File: config.mk
export PLATFORM = sky130hd
export DESIGN_NAME = mem_bus_router
export DESIGN_NICKNAME = d
export VERILOG_FILES = /design/src/rtl/mem_bus_router.sv
export SDC_FILE = /design/constraint.sdc
export NUM_CORES = 1
export LEC_CHECK = 0
export CORE_AREA = 2 2 133 135
export DETAILED_ROUTE_END_ITERATION = 8
export DIE_AREA = 0 0 135 137
export GPL_ROUTABILITY_DRIVEN = 0
export HOLD_SLACK_MARGIN = 0.12
export PLACE_DENSITY = 0.77
export SYNTH_ARGS = -nofsm -noshare
export SYNTH_HDL_FRONTEND = slang
export SYNTH_SLANG_ARGS = --single-unit
File: constraint.sdc
create_clock -name clk -period 2.4 [get_ports clk]
set_input_delay 0.24 -clock clk [delete_from_list [all_inputs] [get_ports clk]]
set_output_delay 0.24 -clock clk [all_outputs]
set_load 0.005 [all_outputs]
File: src/rtl/mem_bus_router.sv
// Registered PicoRV32 memory-port router: decodes one request at a time to the RAM or
// peripheral window, returns a one-cycle ready pulse, and latches a sticky bus error.
// Define MEM_BUS_TIMEOUT_EN to abort hung slave accesses after TIMEOUT_CYCLES.
module mem_bus_router #(
  parameter logic [31:0] RAM_BASE       = 32'h0000_0000,
  parameter logic [31:0] RAM_SIZE       = 32'h0000_4000,
  parameter logic [31:0] PER_BASE       = 32'h1000_0000,
  parameter logic [31:0] PER_SIZE       = 32'h0000_1000,
  parameter int          TIMEOUT_CYCLES = 255
) (
  input  logic        clk,
  input  logic        resetn,
  input  logic        mem_valid,
  input  logic        mem_instr,
  input  logic [31:0] mem_addr,
  input  logic [31:0] mem_wdata,
  input  logic [3:0]  mem_wstrb,
  output logic        mem_ready,
  output logic [31:0] mem_rdata,
  output logic        mem_valid_mem,
  output logic        mem_instr_mem,
  output logic [31:0] mem_addr_mem,
  output logic [31:0] mem_wdata_mem,
  output logic [3:0]  mem_wstrb_mem,
  input  logic        mem_ready_mem,
  input  logic [31:0] mem_rdata_mem,
  output logic        mem_valid_per,
  output logic [31:0] mem_addr_per,
  output logic [31:0] mem_wdata_per,
  output logic [3:0]  mem_wstrb_per,
  input  logic        mem_ready_per,
  input  logic [31:0] mem_rdata_per,
  input  logic        err_clr,
  output logic        bus_err,
  output logic [31:0] err_addr
);

  typedef enum logic [1:0] {IDLE, FWD_RAM, FWD_PER, RESP} state_t;

  if (TIMEOUT_CYCLES < 1 || TIMEOUT_CYCLES > 65535) begin : g_bad_timeout
    $error("mem_bus_router: TIMEOUT_CYCLES must be within 1..65535");
  end

  state_t      state_reg, state_next;
  logic [31:0] addr_reg, wdata_reg, rdata_reg, rdata_next;
  logic [3:0]  wstrb_reg;
  logic        instr_reg;
  logic        ram_hit, per_hit, set_err;
  logic [31:0] err_src;

  // Subtracting the base first keeps the compare correct even when BASE+SIZE would wrap.
  assign ram_hit = (mem_addr - RAM_BASE) < RAM_SIZE;
  assign per_hit = (mem_addr - PER_BASE) < PER_SIZE;

`ifdef MEM_BUS_TIMEOUT_EN
  localparam logic [15:0] TIMEOUT_LAST = 16'(TIMEOUT_CYCLES - 1);
  logic [15:0] cnt_reg;
  logic        timeout;

  assign timeout = (cnt_reg == TIMEOUT_LAST);

  always_ff @(posedge clk or negedge resetn) begin
    if (!resetn)
      cnt_reg <= '0;
    else if (state_reg == FWD_RAM || state_reg == FWD_PER)
      cnt_reg <= cnt_reg + 16'd1;
    else
      cnt_reg <= '0;
  end
`endif

  always_comb begin
    state_next = state_reg;
    rdata_next = rdata_reg;
    set_err    = 1'b0;
    err_src    = mem_addr;
    case (state_reg)
      IDLE: begin
        if (mem_valid) begin
          if (ram_hit)
            state_next = FWD_RAM;
          else if (per_hit)
            state_next = FWD_PER;
          else begin
            state_next = RESP;
            rdata_next = 32'hDEAD_BEEF;
            set_err    = 1'b1;
          end
        end
      end
      FWD_RAM, FWD_PER: begin
        if ((state_reg == FWD_RAM) ? mem_ready_mem : mem_ready_per) begin
          state_next = RESP;
          rdata_next = (state_reg == FWD_RAM) ? mem_rdata_mem : mem_rdata_per;
        end
`ifdef MEM_BUS_TIMEOUT_EN
        else if (timeout) begin
          state_next = RESP;
          rdata_next = 32'hFFFF_FFFF;
          set_err    = 1'b1;
          err_src    = addr_reg;
        end
`endif
      end
      RESP:    state_next = IDLE;
      default: state_next = IDLE;
    endcase
  end

  always_ff @(posedge clk or negedge resetn) begin
    if (!resetn) begin
      state_reg <= IDLE;
      rdata_reg <= '0;
      addr_reg  <= '0;
      wdata_reg <= '0;
      wstrb_reg <= '0;
      instr_reg <= 1'b0;
    end else begin
      state_reg <= state_next;
      rdata_reg <= rdata_next;
      if (state_reg == IDLE && mem_valid) begin
        addr_reg  <= mem_addr;
        wdata_reg <= mem_wdata;
        wstrb_reg <= mem_wstrb;
        instr_reg <= mem_instr;
      end
    end
  end

  // A new error outranks a simultaneous clear; otherwise only the first error is kept.
  always_ff @(posedge clk or negedge resetn) begin
    if (!resetn) begin
      bus_err  <= 1'b0;
      err_addr <= '0;
    end else if (set_err && (!bus_err || err_clr)) begin
      bus_err  <= 1'b1;
      err_addr <= err_src;
    end else if (err_clr) begin
      bus_err  <= 1'b0;
      err_addr <= '0;
    end
  end

  assign mem_ready = (state_reg == RESP);
  assign mem_rdata = mem_ready ? rdata_reg : 32'h0;

  assign mem_valid_mem = (state_reg == FWD_RAM);
  assign mem_instr_mem = instr_reg;
  assign mem_addr_mem  = (addr_reg - RAM_BASE) & (RAM_SIZE - 32'd1);
  assign mem_wdata_mem = wdata_reg;
  assign mem_wstrb_mem = wstrb_reg;

  assign mem_valid_per = (state_reg == FWD_PER);
  assign mem_addr_per  = (addr_reg - PER_BASE) & (PER_SIZE - 32'd1);
  assign mem_wdata_per = wdata_reg;
  assign mem_wstrb_per = wstrb_reg;

endmodule
==> summary.md, run 1 <==
| Metric | Value |
|---|---|
| Sequential area share after synthesis | 51.8% |
| Status | completed |
| Setup TNS | 0 ns |
| Setup violations, final | 0 |
| Mean area per synthesized cell | 12.4 um^2 |
| Die W | 135 um |
| FF+latch count, synth | 118 |
| # clock sinks | 118 |
| Min Tclk post-route | 2.19 ns |
| Cell count after synthesis | 459 |
| Antenna Nets Post-Route | 0 |
| DR WL/cell | 17.0 um |
| Hold Fails Final Rpt | 0 |
| Reg2reg path depth | 8 |
| Starting DRT DRC Count | roughly 110 |
| Initial Utilization | roughly 33% |
| GR Overflow Total | 0 |
| CP startpoint | state_reg[0] |
| Filler cells | roughly 1500 |
| Reg area | approximately 3000 um^2 |
| Crit Path Category | reg -> out |
| Yosys cell types | 35 |
| WP data arrival | 1.95 ns |
| Multi-input logic area | between 2000 and 2500 um^2 |
| Synthesis-to-layout area growth | 62.2% |
| Final Cycle Share | about nine tenths |
| Count leader, synth | dfrtp_1 |
| Leak | 3.89 nW |
| Drt first pass iters | 4 |
| Dpl hpwl | 12.5 mm |
| DRC | 0 |
| WL final | 16.4 mm |
| Post-DR vias/cell | 4.53 |
| Clock H-tree levels | 4 |
| Final nets | slightly below 900 |
| Largest cells by area after synthesis | dfrtp_1 52%, buf_4 11%, mux2_2 10% |
| Max Fanout on Critical Path | 33 |
| Vias | 4371 |
| # port buffers | a little over 300 |
| Die Height | 137 um |
| Initial antenna violation count | 0 |
| Worst flop-to-flop path endpoint | err_addr[1] |
| Max-cap check violation count | 0 |
| Dpl cells | 932 |
| Vias in the first global route | 4438 |
| CP Capture Point | mem_rdata[14] |
| Final number of max-transition violations | 0 |
| I/O Pins | approximately 340 |
| Pin count of the biggest net entering global routing | 54 |
| HP Class | in -> async |
| Num CTS Buffers | 17 |
| Fmax | between 0.4 and 0.5 GHz |
| CTS Root Cell | clkbuf_16 |
| Power Total | 11.9 mW |
| CTS tree | built |
| Reg2reg start | state_reg[0] |
| Predominant post-synthesis flop cell | dfrtp_1 |
| Worst hold slack | 0.358 ns |
| First-pass GRT wire length | 24.4 mm |
| Number of antenna repair diodes | 0 |
| Share of cells above drive strength 1 | 14.1% |
| Post-route core utilization | 54.2% |
| Synth Warn # | 0 |
| Worst-Skew Late Latency | 0.40 ns |
| Yosys top cell by area | dfrtp_1 |
| Number of enable flip-flop cells after synthesis | 0 |
| Final cell count without fillers | 965 |
| Total track usage | approximately 17% |
| Crit path required time | around 2.2 ns |
| Worst Skew | 0.00529 ns |
| Yosys top cell area share | 51.8% |
| Slew Limit Headroom | 62.2% |
| Slew at the pin closest to its max-slew limit | approximately 0.57 ns |
| Worst Setup Start Kind | register |
| Clk slew on worst S/H paths | 0.06 ns |
| Netlist Area Pre-Place | 5700 um^2 |
| Row count | 48 |
| PwrDens | between 1000 and 1500 nW/um^2 |
| Core area | 17100 um^2 |
| Gates resized, CTS repair | 0 |
| RSZ-0062 raised after global routing | false |
| Die area | 18500 um^2 |
| Maximum vdd drop | 0.831 mV |
| Asr flop ratio synth | 100% |
| Commonest cells in the netlist | 118 x dfrtp_1, 86 x buf_4, 51 x mux2_2, 33 x mux2i_1 |
| R2R Setup Slk | 0.48 ns |
| Number of setup buffers added after CTS | 0 |
| CTS Buffer Depth | 2 |
| Crit path capture type | primary output |
[power breakdown]
part / switching, mW / total (mW) / internal, mW
clock network: 0.952 / 2.76 / 1.81
registers: 0.558 / 3.38 / 2.82
logic: 2.04 / 5.76 / 3.72
total: 3.55 / 11.9 / 8.35
[repair_timing]
action | in CTS | in global routing
endpoints found under the hold margin | 39 | 0
setup endpoints to repair | 0 | 0
hold buffers | 1 | 0
[stage by stage]
| step | area [um^2] | setup WS, ns |
|---|---|---|
| detailed placement | 8590 | 0.0692 |
| finish | 9240 | 0.206 |
| global route | 9240 | 0.0537 |
| global placement | 8590 | 0.105 |
| floorplan | 5840 | 0.509 |
| CTS | 9240 | 0.146 |
[critical path: stages (launching register included)]
cell and delay, ns:
dfrtp_1 0.40, ha_1 0.16, buf_4 0.27, and2_1 0.17
clkdlybuf4s50_1 0.53
[final cells by class]
type,instances,share of cell area [%]
clock buffer,19,4.90
clock inverter,13,2.08
inverter,11,0.447
multi-input combinational,258,22.6
sequential,118,31.9
tap,225,3.05
timing repair buffer,321,35.0
[worst min-delay path by stage]
stage                        end  cells after the start    from
6_report       mem_wdata_mem[21]                      2  resetn
5_1_grt        mem_wdata_mem[19]                      2  resetn
4_1_cts        mem_wdata_mem[21]                      2  resetn
3_5_place_dp   mem_wdata_mem[21]                      1  resetn
3_3_place_gp   mem_wdata_mem[21]                      1  resetn
2_1_floorplan        addr_reg[0]                      0  resetn
[cell families (layout without fill, tap and decap cells)]
kind of cell               Yosys count  in the layout  synth area share, %
muxes                               84             84                 15.9
other                                1             38               0.0658
AOI/OAI and AO/OA                   77             77                 11.5
adders and majority gates            5              5                 1.10
DFF                                118            118                 51.8
and+or+nand+nor                     54             54                 5.60
buffers and inverters              120            364                 14.1
[per-layer routing]
layer / track usage, % / part of all wire, % / vias to the layer above
met5: 0 / 0 / -
met4: 5.56 / 1.1 / 0
met3: 7.19 / 11 / 13
met2: 29.3 / 49 / 217
met1: 20.0 / 39 / 2098
li1: - / - / 2043
[placed cells by master, fill, tap and decap left out, drive strengths merged]
| master | count |
|---|---|
| nand4b | 1 |
| o31ai | 2 |
| dlygate4sd3 | 1 |
| conb | 38 |
| nor3 | 4 |
| a22o | 32 |
| o2bb2ai | 1 |
| clkinvlp | 2 |
| a21oi | 1 |
| dfrtp | 118 |
| nor4 | 3 |
| a211oi | 1 |
| mux2i | 33 |
| clkdlybuf4s50 | 304 |
| mux2 | 51 |
| nor3b | 1 |
| nand3 | 3 |
| bufinv | 4 |
| o41ai | 1 |
| a2bb2oi | 24 |
| ha | 5 |
| o21a | 3 |
| clkinv | 3 |
| a21o | 1 |
| o21ai | 2 |
| o31a | 1 |
| o22ai | 8 |
| buf | 16 |
| and2 | 32 |
| nor2 | 4 |
| nand2 | 5 |
| nor2b | 1 |
| clkbuf | 19 |
| inv | 15 |
No activity file was read; power rests on OpenSTA's default activity.
==> run 2: changes to the inputs <==
HOLD_SLACK_MARGIN = 0.15   (was 0.12)
SETUP_SLACK_MARGIN = 0.1   (was not set)
==> summary.md, run 2 (synthesis results as in run 1) <==
| Metric | Value |
|---|---|
| Final nets | 871 (unchanged) |
| Number of setup buffers added after CTS | 0 (unchanged) |
| Worst Path Buf+Inv | 2 (unchanged) |
| Leak | 3.89 nW (about the same) |
| Initial antenna violation count | 0 (unchanged) |
| Slowest library cell on the worst path | clkdlybuf4s50_1 |
| RSZ-0062 raised after global routing | false |
| Crit-path cells | ha_1 > buf_6 > and2_1 > clkdlybuf4s50_1 |
| Max-cap check violation count | 0 (unchanged) |
| Post-DR vias/cell | 4.55 (+0.46%) |
| CP max stage delay | 0.53 ns (about the same) |
| WP data arrival | 1.91 ns (-0.04 ns) |
| Starting DRT DRC Count | 129 (+22%) |
| WL final | 16.4 mm (about the same) |
| Share of cells above drive strength 1 | 14.1% (unchanged) |
| Antenna Nets Post-Route | 0 (unchanged) |
| Die Height | 137 um (unchanged) |
| Worst Skew | 0.00557 ns (+0.000276 ns) |
| Clock H-tree levels | 4 (unchanged) |
| Reg2reg start | state_reg[0] |
| CTS Root Cell | clkbuf_16 |
| Die W | 135 um (unchanged) |
| Hold Fails Final Rpt | 0 (unchanged) |
| Commonest non-fill, non-tap cell in the layout | clkdlybuf4s50_1 |
| Min Tclk post-route | 2.15 ns (-0.0431 ns) |
| Die area | 18500 um^2 (unchanged) |
| Status | completed |
| Clk slew on worst S/H paths | 0.06 ns (about the same) |
| Core area | 17100 um^2 (unchanged) |
| R2R Setup Slk | 0.48 ns (about the same) |
| Worst Setup Start Kind | register |
| Crit path capture type | primary output |
| Maximum vdd drop | 0.832 mV (+0.13%) |
| Crit Path Category | reg -> out |
| Slew Limit Headroom | 62.1% (about the same) |
| Final Cycle Share | 89.6% (-1.8 points) |
| Vias in the first global route | 4438 (unchanged) |
| Worst-Skew Late Latency | 0.40 ns (about the same) |
| CTS tree | built |
| Drt first pass iters | 4 (unchanged) |
| Crit path required time | 2.16 ns (about the same) |
| Setup violations, final | 0 (unchanged) |
| HP Class | in -> async |
| Number of antenna repair diodes | 0 (unchanged) |
| Fmax | 0.465 GHz (+2.0%) |
| Num CTS Buffers | 17 (unchanged) |
| Delay-heaviest family, CP | buffers and inverters |
| GR Overflow Total | 0 (unchanged) |
| DRC | 0 (unchanged) |
| Worst hold slack | 0.358 ns (-0.000822 ns) |
| # port buffers | 305 (unchanged) |
| Vias | 4391 (+0.46%) |
| I/O Pins | 344 (unchanged) |
| DR WL/cell | 17.0 um (about the same) |
| Slew at the pin closest to its max-slew limit | 0.568 ns (+0.000494 ns) |
| CTS Buffer Depth | 2 (unchanged) |
| Synthesis-to-layout area growth | 62.3% (about the same) |
| First-pass GRT wire length | 24.4 mm (unchanged) |
| # clock sinks | 118 (unchanged) |
| Total track usage | 17.3% (unchanged) |
| PwrDens | 1290 nW/um^2 (about the same) |
| Setup TNS | 0 ns (unchanged) |
| Initial Utilization | 33.4% (unchanged) |
| Row count | 48 (unchanged) |
| Final number of max-transition violations | 0 (unchanged) |
| Dpl hpwl | 12.5 mm (unchanged) |
| Max Fanout on Critical Path | 33 (unchanged) |
| Commonest cells after routing, fill and taps aside | 304 x clkdlybuf4s50_1, 118 x dfrtp_1, 51 x mux2_2 |
| Pin count of the biggest net entering global routing | 54 (unchanged) |
| Worst flop-to-flop path endpoint | err_addr[1] |
| Reg2reg path depth | 8 (unchanged) |
## run 2: changes by cell type in the layout (fill, tap and decap cells not counted)
| cell | change |
|---|---|
| buf_6 | +1 |
| buf_4 | -1 |
## run 2: cell type report
type	instances	area, um^2
Clock buffer	19	453
Clock inverter	13	193
Fill cell	1481	7810
Inverter	11	41.3
Multi-Input combinational cell	258	2090
Sequential cell	118	2950
Tap cell	225	282
Timing Repair Buffer	321	3240
## run 2: per-stage QoR
step                      util (%)  instances  power (mW)  cell area (um^2)  setup slack [ns]
after floorplan                  -        496        6.28              5840             0.509
after global placement        50.4        932        9.16              8590             0.105
after detailed placement      50.4        932        9.26              8590            0.0692
after CTS                     54.2        965        12.1              9240             0.146
after global routing          54.2        965        12.6              9250             0.126
final                         54.2        965        11.9              9250             0.249
## run 2: how the worst max path moves through the flow
stage / from / to / slack, ns / cells past startpoint
after detailed placement: mem_addr[27] / err_addr[9] / 0.07 / 7
after CTS: state_reg[0] / mem_rdata[14] / 0.15 / 4
final: state_reg[0] / mem_rdata[14] / 0.25 / 4
after floorplan: state_reg[1] / rdata_reg[14] / 0.51 / 8
after global placement: mem_addr[27] / err_addr[31] / 0.11 / 7
after global routing: state_reg[0] / mem_rdata[14] / 0.13 / 4
## run 2: layer usage
layer | wire length (um) | GRT usage [%] | vias up
li1 | - | - | 2046
met1 | 6380 | 20.0 | 2114
met2 | 8040 | 29.3 | 220
met3 | 1820 | 7.19 | 11
met4 | 176 | 5.56 | 0
met5 | 0 | 0 | -
## run 2: what timing repair did
action | in CTS | in global routing
endpoints found under the hold margin | 39 | 0
setup endpoints to repair | 0 | 21
resized for setup | 0 | 1
hold buffers | 1 | 0
## run 2: power breakdown
part / switching [mW] / total, mW / internal, mW
sequential: 0.559 / 3.38 / 2.82
combinational: 2.04 / 5.76 / 3.73
clock: 0.952 / 2.76 / 1.81
==> run 3: changes to the inputs <==
--- a/config.mk
+++ b/config.mk
@@ -17 +17,2 @@
 export SYNTH_SLANG_ARGS = --single-unit
+export TNS_END_PERCENT = 1
==> constraint.sdc (replaced) <==
create_clock -name clk -period 2.4 [get_ports clk]
set_input_delay 0.36 -clock clk [delete_from_list [all_inputs] [get_ports clk]]
set_output_delay 0.36 -clock clk [all_outputs]
set_load 0.005 [all_outputs]
==> summary.md, run 3 (synthesis results as in run 1) <==
| Metric | Value |
|---|---|
| Cell area after layout | 9270 um^2 (+0.19%) |
| Initial Utilization | 33.4% (unchanged) |
| Maximum vdd drop | 0.741 mV (-11%) |
| Setup violations, final | 0 (unchanged) |
| Die Height | 137 um (unchanged) |
| Commonest non-fill, non-tap cell in the layout | clkdlybuf4s50_1 |
| First-pass GRT wire length | 24.5 mm (+0.11%) |
| Clock H-tree levels | 4 (unchanged) |
| Crit path required time | 2.04 ns (-0.12 ns) |
| Total track usage | 17.6% (+0.25 points) |
| Die W | 135 um (unchanged) |
| Antenna Nets Post-Route | 0 (unchanged) |
| Dpl cells | 934 (+0.21%) |
| I/O Pins | 344 (unchanged) |
| Initial antenna violation count | 0 (unchanged) |
| Cell-internal power | 8.27 mW (-1.0%) |
| Synthesis-to-layout area growth | 62.6% |
| Worst flop-to-flop path endpoint | rdata_reg[0] |
| Num CTS Buffers | 17 (unchanged) |
| Share of cells above drive strength 1 | 14.4% (+0.35 points) |
| Cell Area, Placed | 8620 um^2 (+0.32%) |
| Worst Setup Start Kind | register |
| Min Tclk post-route | 2.22 ns (+0.0654 ns) |
| Max Fanout on Critical Path | 33 (unchanged) |
| Number of antenna repair diodes | 0 (unchanged) |
| RSZ-0062 raised after global routing | true |
| Reg power frac | 28.5% (about the same) |
| Row count | 48 (unchanged) |
| Crit path capture type | primary output |
| WP depth | 4 (unchanged) |
| CTS tree | built |
| Slew at the pin closest to its max-slew limit | 0.620 ns (+0.0518 ns) |
| Power Total | 11.8 mW (-0.50%) |
| WL final | 16.7 mm (+1.6%) |
| Core area | 17100 um^2 (unchanged) |
| Hold Fails Final Rpt | 0 (unchanged) |
| Slew Limit Headroom | 58.7% (-3.5 points) |
| Die area | 18500 um^2 (unchanged) |
| Worst hold slack | 0.504 ns (+0.147 ns) |
| Worst Skew | 0.00450 ns (-0.00107 ns) |
| Worst Path Buf+Inv | 2 (unchanged) |
| DR WL/cell | 17.2 um (+1.3%) |
| Comb power frac | 49.2% (+0.8 points) |
| CP Capture Point | mem_rdata[14] |
| Final number of max-transition violations | 0 (unchanged) |
| R2R Setup Slk | 0.41 ns (-0.07 ns) |
| # clock sinks | 118 (unchanged) |
| HP Class | reg -> reg |
| GR Overflow Total | 0 (unchanged) |
| CP max stage delay | 0.53 ns (about the same) |
| Switch Pwr | 3.57 mW (+0.77%) |
| Delay-heaviest family, CP | buffers and inverters |
| Reg2reg path depth | 7 (-1) |
| Leak | 3.90 nW (+0.11%) |
| CP startpoint | state_reg[1] |
| CTS Root Cell | clkbuf_16 |
| Setup TNS | 0 ns (unchanged) |
| Crit Path Category | reg -> out |
| Reg2reg start | state_reg[1] |
| Post-DR vias/cell | 4.52 (-0.63%) |
| Slowest library cell on the worst path | clkdlybuf4s50_1 |
| Final nets | 874 (+0.34%) |
| CTS Buffer Depth | 2 (unchanged) |
| Clk slew on worst S/H paths | 0.06 ns (about the same) |
| Fmax | 0.451 GHz (-3.0%) |
| Pin count of the biggest net entering global routing | 71 (+31%) |
| Crit-path cells | ha_2 > buf_12 > and2_1 > clkdlybuf4s50_1 |
| WP data arrival | 1.86 ns (-0.05 ns) |
| Vias in the first global route | 4476 (+0.86%) |
| Dpl hpwl | 12.6 mm (+0.45%) |
| # port buffers | 305 (unchanged) |
| Drt first pass iters | 4 (unchanged) |
| PwrDens | 1280 nW/um^2 (-0.68%) |
| Commonest cells after routing, fill and taps aside | 304 x clkdlybuf4s50_1, 118 x dfrtp_1, 51 x mux2_2 |
| Clock share of power | 22.3% (-0.9 points) |
| Vias | 4377 (-0.32%) |
| DRC | 0 (unchanged) |
| Final Cycle Share | 92.3% (+2.7 points) |
| Worst-Skew Late Latency | 0.42 ns (+0.02 ns) |
| Status | completed |
| Max-cap check violation count | 0 (unchanged) |
| Final cell count without fillers | 968 (+0.31%) |
| Starting DRT DRC Count | 123 (-4.7%) |
| Sw frac | 30.2% (+0.38 points) |
==> run 3: cell count changes in the layout (fill, tap and decap cells not counted), moves of 2 or more <==
cell / previous run / this run
buf_12: 5 / 7
clkinv_4: 2 / 5
inv_6: 4 / 1
buf_4: 10 / 12
==> run 3: how the worst min path moves through the flow <==
stage / from / end / slack (ns) / cells past startpoint
6_report: err_addr[1] / err_addr[1] / 0.50 / 1
5_1_grt: err_addr[15] / err_addr[15] / 0.52 / 1
4_1_cts: resetn / mem_wdata_mem[21] / 0.51 / 3
3_5_place_dp: resetn / mem_wdata_mem[0] / 0.40 / 2
3_3_place_gp: resetn / mem_wdata_mem[22] / 0.40 / 2
2_1_floorplan: resetn / addr_reg[0] / 0.06 / 0
==> run 3: worst register-to-register path: stages (launching register included) <==
cell and delay (ns):
dfrtp_1 0.41, inv_1 0.11, ha_2 0.34, mux2i_1 0.18
a211oi_1 0.27, o21a_1 0.20, buf_12 0.20, a2bb2oi_1 0.19
==> run 3: cell type report <==
type	count	area [um^2]
clock buffers	19	443
clock inverters	13	174
fillers	1492	7790
inverters	11	41.3
multi-input cells	258	2090
flip-flops and latches	118	2950
well taps	225	282
repair buffers	324	3280
==> run 3: power groups by stage <==
stage | clock [mW] | sequential, mW | combinational, mW
floorplan | 0 | 3.33 | 2.95
global placement | 0 | 3.40 | 5.77
detailed placement | 0 | 3.40 | 5.85
CTS | 2.72 | 3.39 | 5.91
global route | 2.81 | 3.49 | 6.25
finish | 2.64 | 3.38 | 5.83
==> run 3: routing by layer <==
layer	routed length [um]	part of all wire, %	track usage, %
met5	0	0	0
met4	233	1.4	5.27
met3	1770	11	8.41
met2	8130	49	29.7
met1	6540	39	19.8
==> run 3: timing repair <==
item / 4_1_cts / 5_1_grt
pin swaps: 0 / 0
buffers inserted: 0 / 1
hold endpoints to repair: 118 / 0
hold buffers: 1 / 0
resized for setup: 3 / 1
endpoints found under the setup margin: 32 / 15
==> run 3: per-stage QoR <==
step	setup WS [ns]	util [%]
2_1_floorplan	0.509	-
3_3_place_gp	0.0548	50.5
3_5_place_dp	-0.0600	50.5
4_1_cts	0.115	54.3
5_1_grt	0.0773	54.3
6_report	0.184	54.3
